<file path="src/rtl/s2c_stream_drv.sv">
// s2c_stream_drv: buffers one packet returned from the C side (return code plus
// DATA_SIZE words) and replays it word-by-word on a valid/ready stream. When the
// packet is consumed it pulses req_next. End-of-stimulus and error conditions
// from the return code are latched into sticky flags.
module s2c_stream_drv #(
    parameter int DATA_SIZE = 8,
    parameter int DW        = 32
) (
    input  logic                      clk,
    input  logic                      rst,
    input  logic                      pkt_load,
    input  logic [31:0]               pkt_ret,
    input  logic [DATA_SIZE*DW-1:0]   pkt_data,
    output logic                      pkt_ready,
    output logic                      req_next,
    output logic                      m_valid,
    output logic [DW-1:0]             m_data,
    output logic                      m_last,
    input  logic                      m_ready,
    output logic                      end_flag,
    output logic                      err_flag,
    output logic [31:0]               word_cnt
);

    // Index width; a single-word packet still needs one bit of index.
    localparam int IW = (DATA_SIZE > 1) ? $clog2(DATA_SIZE) : 1;

    typedef enum logic [1:0] {
        ST_IDLE   = 2'd0,
        ST_STREAM = 2'd1,
        ST_END    = 2'd2
    } state_t;

    state_t          state_r;
    state_t          state_s;

    logic [DW-1:0]   pkt_buf_r [DATA_SIZE];
    logic [IW-1:0]   idx_r;
    logic [IW-1:0]   idx_s;
    logic [IW-1:0]   last_idx_r;
    logic [IW-1:0]   last_idx_s;
    logic [IW-1:0]   idx_inc_s;
    logic            load_buf_s;

    logic            m_valid_s;
    logic [DW-1:0]   m_data_s;
    logic            m_last_s;
    logic            req_next_s;
    logic            end_flag_s;
    logic            err_flag_s;
    logic [31:0]     word_cnt_s;

    logic            ret_zero_s;
    logic            ret_bad_s;
    logic            handshake_s;

    // Return-code decode: negative values are also huge when viewed unsigned,
    // but the sign bit is tested explicitly to keep the intent obvious.
    assign ret_zero_s  = (pkt_ret == 32'd0);
    assign ret_bad_s   = pkt_ret[31] | (pkt_ret > 32'(DATA_SIZE));
    assign handshake_s = m_valid & m_ready;
    assign idx_inc_s   = idx_r + IW'(1);

    // pkt_ready is the only output decoded directly from state.
    assign pkt_ready = (state_r == ST_IDLE);

    // Next-state and next-output decode for the packet driver.
    always_comb begin
        state_s    = state_r;
        idx_s      = idx_r;
        last_idx_s = last_idx_r;
        load_buf_s = 1'b0;
        m_valid_s  = m_valid;
        m_data_s   = m_data;
        m_last_s   = m_last;
        req_next_s = 1'b0;
        end_flag_s = end_flag;
        err_flag_s = err_flag;
        word_cnt_s = word_cnt;

        case (state_r)
            ST_IDLE: begin
                if (pkt_load) begin
                    if (ret_zero_s) begin
                        end_flag_s = 1'b1;
                        state_s    = ST_END;
                    end else if (ret_bad_s) begin
                        // Discard the packet but let the caller move on.
                        err_flag_s = 1'b1;
                        req_next_s = 1'b1;
                    end else begin
                        // Word 0 is presented straight from the input so it
                        // appears the cycle after the load.
                        load_buf_s = 1'b1;
                        idx_s      = {IW{1'b0}};
                        last_idx_s = pkt_ret[IW-1:0] - IW'(1);
                        m_valid_s  = 1'b1;
                        m_data_s   = pkt_data[DW-1:0];
                        m_last_s   = (pkt_ret == 32'd1);
                        state_s    = ST_STREAM;
                    end
                end else begin
                    state_s = ST_IDLE;
                end
            end

            ST_STREAM: begin
                if (pkt_load) begin
                    err_flag_s = 1'b1;
                end else begin
                    err_flag_s = err_flag;
                end

                if (handshake_s) begin
                    word_cnt_s = word_cnt + 32'd1;
                    if (m_last) begin
                        m_valid_s  = 1'b0;
                        m_last_s   = 1'b0;
                        req_next_s = 1'b1;
                        state_s    = ST_IDLE;
                    end else begin
                        idx_s    = idx_inc_s;
                        m_data_s = pkt_buf_r[idx_inc_s];
                        m_last_s = (idx_inc_s == last_idx_r);
                    end
                end else begin
                    state_s = ST_STREAM;
                end
            end

            ST_END: begin
                state_s = ST_END;
            end

            default: begin
                m_valid_s = 1'b0;
                m_last_s  = 1'b0;
                state_s   = ST_IDLE;
            end
        endcase
    end

    // State, index and registered stream/status outputs.
    always_ff @(posedge clk or posedge rst) begin
        if (rst) begin
            state_r    <= ST_IDLE;
            idx_r      <= {IW{1'b0}};
            last_idx_r <= {IW{1'b0}};
            m_valid    <= 1'b0;
            m_data     <= {DW{1'b0}};
            m_last     <= 1'b0;
            req_next   <= 1'b0;
            end_flag   <= 1'b0;
            err_flag   <= 1'b0;
            word_cnt   <= 32'd0;
        end else begin
            state_r    <= state_s;
            idx_r      <= idx_s;
            last_idx_r <= last_idx_s;
            m_valid    <= m_valid_s;
            m_data     <= m_data_s;
            m_last     <= m_last_s;
            req_next   <= req_next_s;
            end_flag   <= end_flag_s;
            err_flag   <= err_flag_s;
            word_cnt   <= word_cnt_s;
        end
    end

    // Packet buffer: captures every word on an accepted load; words past len
    // are stored but never presented.
    always_ff @(posedge clk or posedge rst) begin
        if (rst) begin
            for (int i = 0; i < DATA_SIZE; i++) begin
                pkt_buf_r[i] <= {DW{1'b0}};
            end
        end else if (load_buf_s) begin
            for (int i = 0; i < DATA_SIZE; i++) begin
                pkt_buf_r[i] <= pkt_data[DW*i +: DW];
            end
        end else begin
            for (int i = 0; i < DATA_SIZE; i++) begin
                pkt_buf_r[i] <= pkt_buf_r[i];
            end
        end
    end

endmodule

</file>
<file path="config.mk">
export PLATFORM = sky130hd
export DESIGN_NAME = s2c_stream_drv
export DESIGN_NICKNAME = d
export VERILOG_FILES = /design/src/rtl/s2c_stream_drv.sv
export SDC_FILE = /design/constraint.sdc
export NUM_CORES = 1
export LEC_CHECK = 0
export CAP_MARGIN = 20
export CORE_ASPECT_RATIO = 0.75
export CORE_MARGIN = 4
export CORE_UTILIZATION = 44
export DETAILED_ROUTE_END_ITERATION = 7
export PLACE_DENSITY = 0.71
export SLEW_MARGIN = 10
export SYNTH_ARGS = -nofsm -noshare
export SYNTH_HDL_FRONTEND = slang
export SYNTH_SLANG_ARGS = --single-unit
export TNS_END_PERCENT = 30
</file>
<file path="constraint.sdc">
create_clock -name clk -period 34.3 [get_ports clk]
set_input_delay 6.86 -clock clk [delete_from_list [all_inputs] [get_ports clk]]
set_output_delay 6.86 -clock clk [all_outputs]
set_load 0.005 [all_outputs]
</file>
After elaboration in Yosys (flattened, before gate mapping) --
Cells that the tools add are included.
Storage, ports and cells: output and inout bits 70, flip-flop bits (word level) 333, logic and storage cells 102
Cells by class: multiplexer cells 48, $lt $le $gt $ge 2, add/sub/neg operators 3, equal/unequal tests 14, reduce and logical (&&, ||, !) cells 11, bitwise logic cells 6
Operator list (count):
- $mux W32 | 7
- $bmux W32 S3 | 1
- $pmux W32 S2 | 1
- $add A32 B1 Y32 const B | 1
- $eq A32 B1 Y1 const B | 1
- $gt A32 B4 Y1 const B | 1
- $logic_not A32 Y1 | 1
- $mux W1 | 23
- $mux W3 | 5
- $ne A2 B2 Y1 const B | 7
- $reduce_and A6 Y1 | 2
- $mux W2 | 5
- $reduce_and A5 Y1 | 2
- $pmux W1 S3 | 2
- $pmux W2 S3 | 1
- $pmux W3 S2 | 1
- $ge A4 B4 Y1 const B | 1
- $ne A4 B4 Y1 const B | 1
- $not A3 Y4 | 1
- $pmux W1 S2 | 2
- $reduce_and A2 Y1 | 2
- $reduce_and A4 Y1 | 1
- $add A3 B1 Y3 const B | 1
- $eq A3 B3 Y1 | 1
- 11 further kinds | 13

Depth between registers and ports, before layout --
word-level depth 8, mapped depth 10, gate-level depth less buffers 8

Worst setup path after synthesis --
OpenSTA, ideal clock, no wires.
path type input to register, from in pkt_ret[27], to reg m_data[0], path slack 25.462 ns, data arrival time 8.712 ns, cell stages on the path 7, path through or4_4 nor4b_4 a21oi_2 a311o_1 buf_6 buf_12 mux2_4
Between the ends: word-level cells in the longest chain between the ends 4
Ends and longest elaborated chain:
- start: declaration | RTL line 12 | input logic [31:0] pkt_ret,
- $gt A32 B4 Y1 | RTL line 60 | assign ret_bad_s = pkt_ret[31] | (pkt_ret > 32'(DATA_SIZE));
- $or A1 B1 Y1 | RTL line 60
- $ne A2 B2 Y1 (no source line)
- $reduce_and A6 Y1 (no source line) (*)
- end signal: assignment | RTL line 150 | m_data <= {DW{1'b0}};
- end signal: assignment | RTL line 161 | m_data <= m_data_s;
- end: declaration | RTL line 17 | output logic [DW-1:0] m_data,
Every way passes the cells marked *; elsewhere a longest branch is shown, timed or not. A chain may end at the register's enable or synchronous reset.

Worst setup path in the final report --
from in pkt_ret[0], to reg pkt_buf_r[29] (netlist name)
Between the ends: word-level cells in the longest chain between the ends 6
Ends and longest elaborated chain:
- $gt A32 B4 Y1 | RTL line 60
- $or A1 B1 Y1 | RTL line 60
- $mux W1 | RTL line 87 | end else if (ret_bad_s) begin
- $mux W1 (*) | RTL line 84 | if (ret_zero_s) begin
- $mux W1 (*) | RTL line 83 | if (pkt_load) begin
- $mux W1 (*) | RTL line 81 | case (state_r)
- end signal: indexed assignment | RTL line 175 | pkt_buf_r[i] <= {DW{1'b0}};
- end signal: indexed assignment | RTL line 179 | pkt_buf_r[i] <= pkt_data[DW*i +: DW];
- end signal: indexed assignment | RTL line 183 | pkt_buf_r[i] <= pkt_buf_r[i];
- end: declaration | RTL line 37 | logic [DW-1:0] pkt_buf_r [DATA_SIZE];
Marked as above.

==> results.md <==
* Status: completed
* Global Route Usage Sum at 0.221
* Most frequent cells after synthesis: dfrtp_1, nand2_1, mux2_2
* Max Slew Vio Count at 0
* Hold Worst Slack at between 0.4 and 0.5 ns
* Root buffer cell: clkbuf_16
* Vias in the first global route at 12.0k
* GR Overflow Total at 0
* Post-Synthesis Cells at 1344
* Count leader, synth: dfrtp_1
* Clock skew at roughly 0.013 ns
* Final Hold Fails at 0
* Post-synth top flop: dfrtp_1
* Hpwl dp at 28.0 mm
* #FFs+latches synth at 333
* Design area at 20300 um^2
* Synthesized cell area at 15200 um^2
* Unrepaired setup endpoints after global routing: no
* CP Capture Type: flop
* Filler cells at 2791
* CP startpoint kind: input pin
* Period utilization at 0.292
* Reg clk slew, reported paths at approximately 0.060 ns
* F_max at 0.0998 GHz
* DRC at 0
* Clock Latency Late Sink at 0.51 ns
* CP Class: input pin to flop
* Distinct cell type count after synthesis at 38
* DP Cell Count at 2085
* Drt total wl at around 43 mm
* Sequential area share after synthesis at 0.548
* WL/cell at just under 20 um
* Fraction of registers with async set/reset at 1.00
* WP data required at 34.69 ns
* Die Span Y at 169 um
* Initial Utilization at 0.450
* Post-Layout Cell Count at between 2k and 2.5k
* H-tree Lvls at 2
* Vias/cell at 5.30
* Final setup viols at 0
* Peak supply drop at between 0.03 and 0.04 mV
* Final TNS setup at 0 ns
* Router iterations before antenna repair at 8
* Hold_buf cts at 0
* Worst-margin pin slew at 1.12 ns
* First-iteration detailed-routing DRC count at 893
* Largest net degree at the start of global routing at 182
* Core Area at 33800 um^2
* Synth-to-Final Area Change at 33.5%
* CTS sink cnt at 333
* Setup bufs post-CTS at 0
* Via count at 11.4k
* Max-cap violations at 0
* Syn Area/Cell at about 11 um^2
* Power per Cell Area at 40.1 nW/um^2
* Relative slew slack at 0.250
* CTS max path bufs at 3
* RePlAce Congestion at 0.784
* Ports at about 360
* First-pass GRT wire length at 66.7 mm
* Share of layout cells above drive strength 1 at 0.218
* Syn_nets at 1641
* Cell taking the most area after synthesis: dfrtp_1
* CTS tree: done
* Die Width at 223 um
* Worst EP arrival at roughly 10 ns
* ANT nets after route at 0
* Post-placement cell area at ~19000 um^2
* Synth top area share at 0.548
* Row cnt at 58
* Top post-synthesis cells by area: dfrtp_1, mux2_2, nand2_1
* Min cycle time layout at roughly 10 ns
* Initial antenna violation count at 7
* Port Buffers at 361
* Leak pwr at 0.00922 uW
* CP max FO at between 150 and 200
* Fin util at 0.601
* Synth Warn # at 0
* DIE AREA at between 30000 and 40000 um^2
* Post_cts resized at 0
* Hold Crit Class: flop to flop
* Final nets at 1970
* Post-synth EDFFs at 0
* CTS Buf Count at 35
## through the flow
stage,setup slack (ns),power [uW]
after floorplan,18.22,407
after global placement,23.91,446
after detailed placement,23.86,446
after CTS,24.39,824
after global routing,24.08,843
final,24.28,814
## layer usage
| layer | up-vias | track usage | routed length, um |
|---|---|---|---|
| met3 | 59 | 0.0551 | 2740 |
| li1 | 5298 | - | - |
| met1 | 5706 | 0.308 | 19200 |
| met4 | 8 | 0.0517 | 788 |
| met5 | - | 0 | 49 |
| met2 | 315 | 0.353 | 19900 |
## kinds of logic (layout without fill, tap and decap cells)
kind of cell,Yosys count,in the layout,synth area share
compound gates,179,179,0.0608
simple gates,408,408,0.116
other cells,0,3,0
mux,291,291,0.222
buf+inv,91,443,0.0283
fa+ha+maj,5,5,0.00411
xor+xnor,37,37,0.0213
flops,333,333,0.548
## registers in the layout (all words and copies together) (netlist names)
register	flops
end_flag	1
err_flag	1
idx_r	3
last_idx_r	3
m_data	32
m_last	1
m_valid	1
pkt_buf_r	256
req_next	1
state_r	2
word_cnt	32
## cell usage in the layout, fill, tap and decap left out, types with 2 or more instances in the layout
cell	count
clkdlybuf4s50_1	361
dfrtp_1	333
nand2_1	311
mux2_2	264
a21oi_1	132
nor4_1	40
o21ai_0	40
clkbuf_16	37
mux2_4	27
xnor2_1	25
nor2_1	12
nand4_1	10
xor2_1	10
clkbuf_1	10
buf_4	10
nand3_1	9
inv_1	8
clkbuf_8	8
ha_1	5
nor3_1	4
and3_1	4
diode_2	3
clkinv_2	3
nand2_2	2
nor2b_1	2
nand2b_2	2
a31o_2	2
and4_1	2
and2_1	2
## final timing paths
path / from / end / slack, ns / depth (start not counted)
worst max-delay path: pkt_ret[0] / pkt_buf_r[29]$_DFFE_PP0P_ / 24.28 / 10
worst min-delay path: word_cnt[31]$_DFFE_PP0P_ / word_cnt[31]$_DFFE_PP0P_ / 0.47 / 1
worst max register to register: state_r[0]$_DFFE_PP0P_ / pkt_buf_r[29]$_DFFE_PP0P_ / 31.05 / 5
worst min register to register: word_cnt[31]$_DFFE_PP0P_ / word_cnt[31]$_DFFE_PP0P_ / 0.47 / 1
max in group asynchronous: rst / pkt_buf_r[223]$_DFFE_PP0P_ / 25.26 / 5
min in group asynchronous: rst / pkt_buf_r[181]$_DFFE_PP0P_ / 6.97 / 2
## where the power goes
part	switching (uW)	internal [uW]
Combinational	15.3	30.2
Sequential	0.000000000651	393
Clock	153	223
## final cells by class
cell class                 instances  area [um^2]  share of cell area
multi-input combinational        920         6480               0.319
antenna                            3         7.51            0.000370
clock buffer                      55         1070              0.0529
tap                              450          563              0.0277
inverter                           9         41.3             0.00203
sequential                       333         8330               0.410
timing repair buffer             374         3750               0.184
clock inverter                     5         61.3             0.00302
## worst max-delay path: stages
cell and delay (ns):
clkdlybuf4s50_1 0.51, inv_1 0.07, ha_1 0.21, nand2b_1 0.07
a21oi_1 0.07, nor4b_4 0.15, nand4_1 0.15, buf_12 0.65
buf_4 0.96, mux2_2 0.42
No activity file was read; power rests on OpenSTA's default activity.
==> RTL change 1, RTL diff (same flow settings) <==
Re-encode `state_t` (3 states) as one-hot, 3 bits wide.
--- a/src/rtl/s2c_stream_drv.sv
+++ b/src/rtl/s2c_stream_drv.sv
@@ -26,8 +26,8 @@
     localparam int IW = (DATA_SIZE > 1) ? $clog2(DATA_SIZE) : 1;
 
-    typedef enum logic [1:0] {
-        ST_IDLE   = 2'd0,
-        ST_STREAM = 2'd1,
-        ST_END    = 2'd2
+    typedef enum logic [2:0] {
+        ST_IDLE   = 3'b001,
+        ST_STREAM = 3'b010,
+        ST_END    = 3'b100
     } state_t;
 
Behaviour: no difference found for any inputs over 4 cycles, from zero or initial values and one cycle with rst high; so few cycles prove little.
==> RTL change 1 against the unedited design <==
  * Sequential cell count grew 1
  * Die area is 0.14% higher
  * Worst setup slack better by 0.40 ns
  * Register-to-register slack lost 0.02 ns
  * Combinational power rose by 6.4%
  * Wire length increased by 4.3%
  * Cell area is 0.63% higher
  * Critical path depth down 2
  * Total power grew 3.7%
  * Synthesized area rose by 0.15%
  * Non-clock buffer count fell by 1
  * Clock power grew 6.9%
==> RTL change 1: results (changes against the unedited design) <==
----------------------------------------------------
[Synth]
  Top cells by area, synth ... dfrtp_1, nand2_1, mux4_2, mux2_4, mux2i_1
  Synth Net Count ... 1850 (+13%)
  Async set or reset register ratio after synthesis ... 100% (unchanged)
  Post-synthesis sequential area ratio ... 54.9% (+0.091 points)
  Number of library cell types mapped by synthesis ... 46 (+21%)
  Number of warnings printed during yosys synthesis ... 0 (unchanged)
  Top post-synthesis cells by count ... nand2_1, dfrtp_1, clkbuf_1, mux4_2

[Timing]
  Slew at the pin closest to its max-slew limit ... 1.15 ns (+0.0280 ns)
  Worst clock skew ... 0.00913 ns (-0.00373 ns)
  Number of setup violations in the final report ... 0 (unchanged)

[Clocking]
  Worst-skew pair later-pin latency ... 0.51 ns (about the same)
  Depth of the CTS H-tree ... 2 (unchanged)
  Maximum buffer depth of the clock tree ... 3 (unchanged)
  Master cell of the clock root buffer ... clkbuf_16
  Setup repair bufs after CTS ... 0 (unchanged)
  Post-CTS Resized ... 0 (unchanged)
  Clock slew seen by the registers of the worst setup and hold paths ... 0.06 ns (about the same)
  Number of buffers created by CTS ... 36 (+2.9%)

[Finish]
  Largest registers in the final layout ... pkt_buf_r (256), m_data (32), word_cnt (32)
  Layout fillers ... 2874 (+3.0%)
  Fraction of final layout cells sized beyond drive strength 1 ... 9.32% (-12 points)
  # nets final ... 2171 (+10%)

[Detailed routing]
  Initial detailed-routing violation count ... 905 (+1.3%)
  Average vias per placed instance ... 5.12 (-3.4%)
  Number of detailed-route iterations in the first pass ... 7 (-1)
  Routed wire length ... 44.5 mm (+4.3%)

[Placement]
  Number of buffer cells added on primary ports ... 361 (unchanged)
  GPL Wtd Cong ... 0.861 (+9.7%)
  Estimated wirelength of the detail-placed design ... 30.7 mm (+9.7%)

[Worst setup path]
  Largest fanout on the critical path ... 87 (-52%)
  Crit Reg-Reg Startpoint ... state_r[0]
  Worst Path Arrival ... 10.07 ns (-0.34 ns)
  Start point of the critical path ... pkt_ret[5]
  Delay-heaviest family, CP ... buffers and inverters
  Master of the slowest instance on the critical path ... buf_4
  Flop-to-flop setup slack ... 31.03 ns (-0.02 ns)
  Crit path largest cell delay ... 0.80 ns (-0.16 ns)

[Min path]
  Worst Hold Launch ... pkt_buf_r[12]
  Worst hold path type ... reg2reg

[Global route]
  Pin count of the biggest net entering global routing ... 265 (+46%)
  Global router's overall resource usage ... 23.1% (+1.0 points)
  Antenna violations before repair ... 6 (-1)
  Number of global-route vias before repair ... 12300 (+2.3%)
  Wire length of the first global-routing pass ... 69.0 mm (+3.4%)

[Power]
  Static leakage power ... 10.1 nW (+9.7%)
  Worst vdd rail ir drop ... 28.7 uV (-22%)

[Status]
  Run status ... finished, final reports clean

----------------------------------------------------
RTL change 1: cell count changes in the layout (fill, tap and decap cells not counted), moves of 30 or more:
cell / delta
mux2_2: -263
a21oi_1: -129
nor4_1: -30
mux2i_1: +32
mux4_2: +64
nand2_1: +514
RTL change 1: through the flow:
stage	hold slack [ns]	util, %	instances	worst slack, ns	area [um^2]
floorplan	0.440	-	1553	18.19	15200
global placement	0.452	56.7	2285	24.21	19200
detailed placement	0.457	56.7	2285	24.19	19200
CTS	0.472	60.3	2348	24.71	20400
global route	0.490	60.4	2353	24.37	20400
finish	0.468	60.4	2353	24.68	20400
RTL change 1: kinds of logic after synthesis:
| logic type | Yosys count | share of synthesized area (%) |
|---|---|---|
| AND/OR/NAND/NOR | 897 | 23.2 |
| flip-flops | 334 | 54.9 |
| multiplexers | 129 | 14.7 |
| buffers and inverters | 98 | 2.64 |
| AO/OA/AOI/OAI | 53 | 2.00 |
| XOR/XNOR | 37 | 2.13 |
| adder cells (fa/ha/maj) | 5 | 0.411 |
RTL change 1: final timing paths:
path,endpoint,cells after the start
setup / recovery,pkt_buf_r[29],8
hold / removal,pkt_buf_r[12],2
setup reg to reg,pkt_buf_r[29],7
hold reg to reg,pkt_buf_r[12],2
max in group asynchronous,pkt_buf_r[254],3
min in group asynchronous,pkt_buf_r[92],2
RTL change 1: per-layer routing:
layer  track usage [%]  routed length (um)
met1              35.0               20900
met2              34.7               19700
met3              4.96                3070
met4              5.06                 809
met5                 0                  20
RTL change 1: tightest hold or removal path: stages (launching register included):
cell and delay (ns):
dfrtp_1 0.34, nand2_1 0.05, nand2_1 0.05
RTL change 1: cell type report:
| type | count | share of cell area, % |
|---|---|---|
| sequential | 334 | 40.9 |
| multi-input combinational | 1121 | 31.9 |
| timing repair buffer | 373 | 18.3 |
| clock buffer | 50 | 5.11 |
| tap | 450 | 2.75 |
| clock inverter | 13 | 0.839 |
| inverter | 8 | 0.184 |
| antenna | 4 | 0.0490 |
RTL change 1: power breakdown:
part,internal [mW],switching [mW],leakage (nW),total [mW]
Clock,0.243,0.159,0.602,0.402
Sequential,0.394,0.0000203,4.65,0.394
Combinational,0.0311,0.0172,4.86,0.0484
Total,0.668,0.176,10.1,0.844
==> RTL change 2, RTL diff (same flow settings) <==
Made on the original files. Set the parameter `DW` to 48 (it was 32).
--- a/src/rtl/s2c_stream_drv.sv
+++ b/src/rtl/s2c_stream_drv.sv
@@ -5,5 +5,5 @@
 module s2c_stream_drv #(
     parameter int DATA_SIZE = 8,
-    parameter int DW        = 32
+    parameter int DW        = 48
 ) (
     input  logic                      clk,
Ports: changed (resized m_data and pkt_data); port bits go from 362 to 506. No check against the original RTL was run, so the function may have changed too.
==> RTL change 2 against the unedited design <==
  * Cell area increased by 42%
  * Synthesized area rose by 43%
  * Wire length is 48% higher
  * Sequential cell count grew 144
  * Clock power rose by 36%
  * Non-clock buffer count up 152
  * Worst setup slack better by 0.087 ns
  * Total power is 40% higher
==> RTL change 2: results (changes against the unedited design) <==
----------------------------------------------------
[Status]
  Run status ... finished, final reports clean

[Detailed routing]
  Number of detailed-route iterations in the first pass ... 5 (-3)
  Routed wire length per instance ... 22.3 um (+12%)
  Average vias per placed instance ... 5.48 (+3.5%)
  Initial detailed-routing violation count ... 978 (+9.5%)

[Placement]
  Estimated wirelength of the detail-placed design ... 42.9 mm (+53%)
  Placed Instance Area ... 27200 um^2 (+42%)
  Number of buffer cells added on primary ports ... 505 (+40%)

[Worst setup path]
  Crit path largest cell delay ... 0.53 ns (-0.43 ns)
  Largest fanout on the critical path ... 192 (+6.1%)
  Worst Path Arrival ... 10.40 ns (about the same)
  Worst Reg-to-Reg Cells ... 8 (+3)
  Master of the slowest instance on the critical path ... buf_12

[Timing]
  Worst clock skew ... 0.0114 ns (-0.00145 ns)
  Slew at the pin closest to its max-slew limit ... 1.40 ns (+0.280 ns)

[Finish]
  # nets final ... 2561 (+30%)
  Fraction of final layout cells sized beyond drive strength 1 ... 24.6% (+2.9 points)
  Largest registers in the final layout ... pkt_buf_r (384), m_data (48), word_cnt (32)

[Synth]
  Top post-synthesis cells by count ... dfrtp_1, mux2_2, nand2_1, a21oi_1, mux2i_1
  Top cells by area, synth ... dfrtp_1, mux2_2, mux2i_1, nand2_1, mux2_4
  Synth Net Count ... 2100 (+28%)
  Async set or reset register ratio after synthesis ... 100% (unchanged)
  Number of library cell types mapped by synthesis ... 41 (+7.9%)

[Power]
  Worst vdd rail ir drop ... 33.9 uV (-8.5%)

[Global route]
  Pin count of the biggest net entering global routing ... 193 (+6.0%)
  Global router's overall resource usage ... 23.0% (+0.93 points)
  Antenna violations before repair ... 26 (+19)
  Wire length of the first global-routing pass ... 96.5 mm (+45%)
  Number of global-route vias before repair ... 16400 (+37%)

[Clocking]
  Number of buffers created by CTS ... 49 (+40%)
  Worst-skew pair later-pin latency ... 0.58 ns (+0.07 ns)

----------------------------------------------------
## RTL change 2: final timing paths
path                                   start        endpoint  slack, ns
worst max-delay path              pkt_ret[1]  pkt_buf_r[374]      24.37
worst min-delay path            word_cnt[31]    word_cnt[31]       0.47
worst max register to register      idx_r[0]      m_data[28]      30.81
worst min register to register  word_cnt[31]    word_cnt[31]       0.47
max in group asynchronous                rst      m_data[34]      25.29
min in group asynchronous                rst   pkt_buf_r[63]       6.84
## RTL change 2: kinds of logic after synthesis
logic type | after synthesis | share of synthesized area [%]
mux | 530 | 27.7
buf+inv | 126 | 2.84
xor+xnor | 37 | 1.49
fa+ha+maj | 5 | 0.288
simple gates | 289 | 5.77
compound gates | 211 | 6.90
flops | 477 | 55.0
## RTL change 2: metal layers
layer	GRT usage [%]	up-vias	part of all wire [%]	wire length [um]
met3	6.62	125	7.4	4680
met5	0	-	0.30	190
li1	-	6967	-	-
met2	37.4	452	47	29800
met1	30.7	7930	43	27100
met4	5.69	30	2.0	1270
## RTL change 2: cell type report
| type | instances | area [um^2] |
|---|---|---|
| fillers | 3821 | 20000 |
| repair buffers | 526 | 5250 |
| well taps | 648 | 811 |
| flip-flops and latches | 477 | 11900 |
| diodes | 11 | 27.5 |
| clock inverters | 10 | 85.1 |
| multi-input cells | 1072 | 9200 |
| inverters | 10 | 45.0 |
| clock buffers | 73 | 1430 |
## RTL change 2: through the flow
| stage | utilization [%] | total power [mW] | std cells |
|---|---|---|---|
| final | 59.0 | 1.14 | 2827 |
| after global routing | 59.0 | 1.18 | 2822 |
| after CTS | 59.0 | 1.15 | 2816 |
| after detailed placement | 55.9 | 0.639 | 2733 |
| after global placement | 55.9 | 0.638 | 2733 |
| after floorplan | - | 0.583 | 1675 |
## RTL change 2: critical path, delay by kind of cell
family | cells | cell delay (ns)
adder cells (fa/ha/maj) | 1 | 0.17
buffers and inverters | 4 | 1.61
AND/OR/NAND/NOR | 3 | 0.74
multiplexers | 1 | 0.43
## RTL change 2: report_power, final
| group | leakage [nW] | switching, mW | total, mW | internal, mW |
|---|---|---|---|---|
| logic | 5.80 | 0.0215 | 0.0646 | 0.0431 |
| registers | 6.64 | 0.000000000000590 | 0.563 | 0.563 |
| clock network | 0.743 | 0.219 | 0.513 | 0.294 |
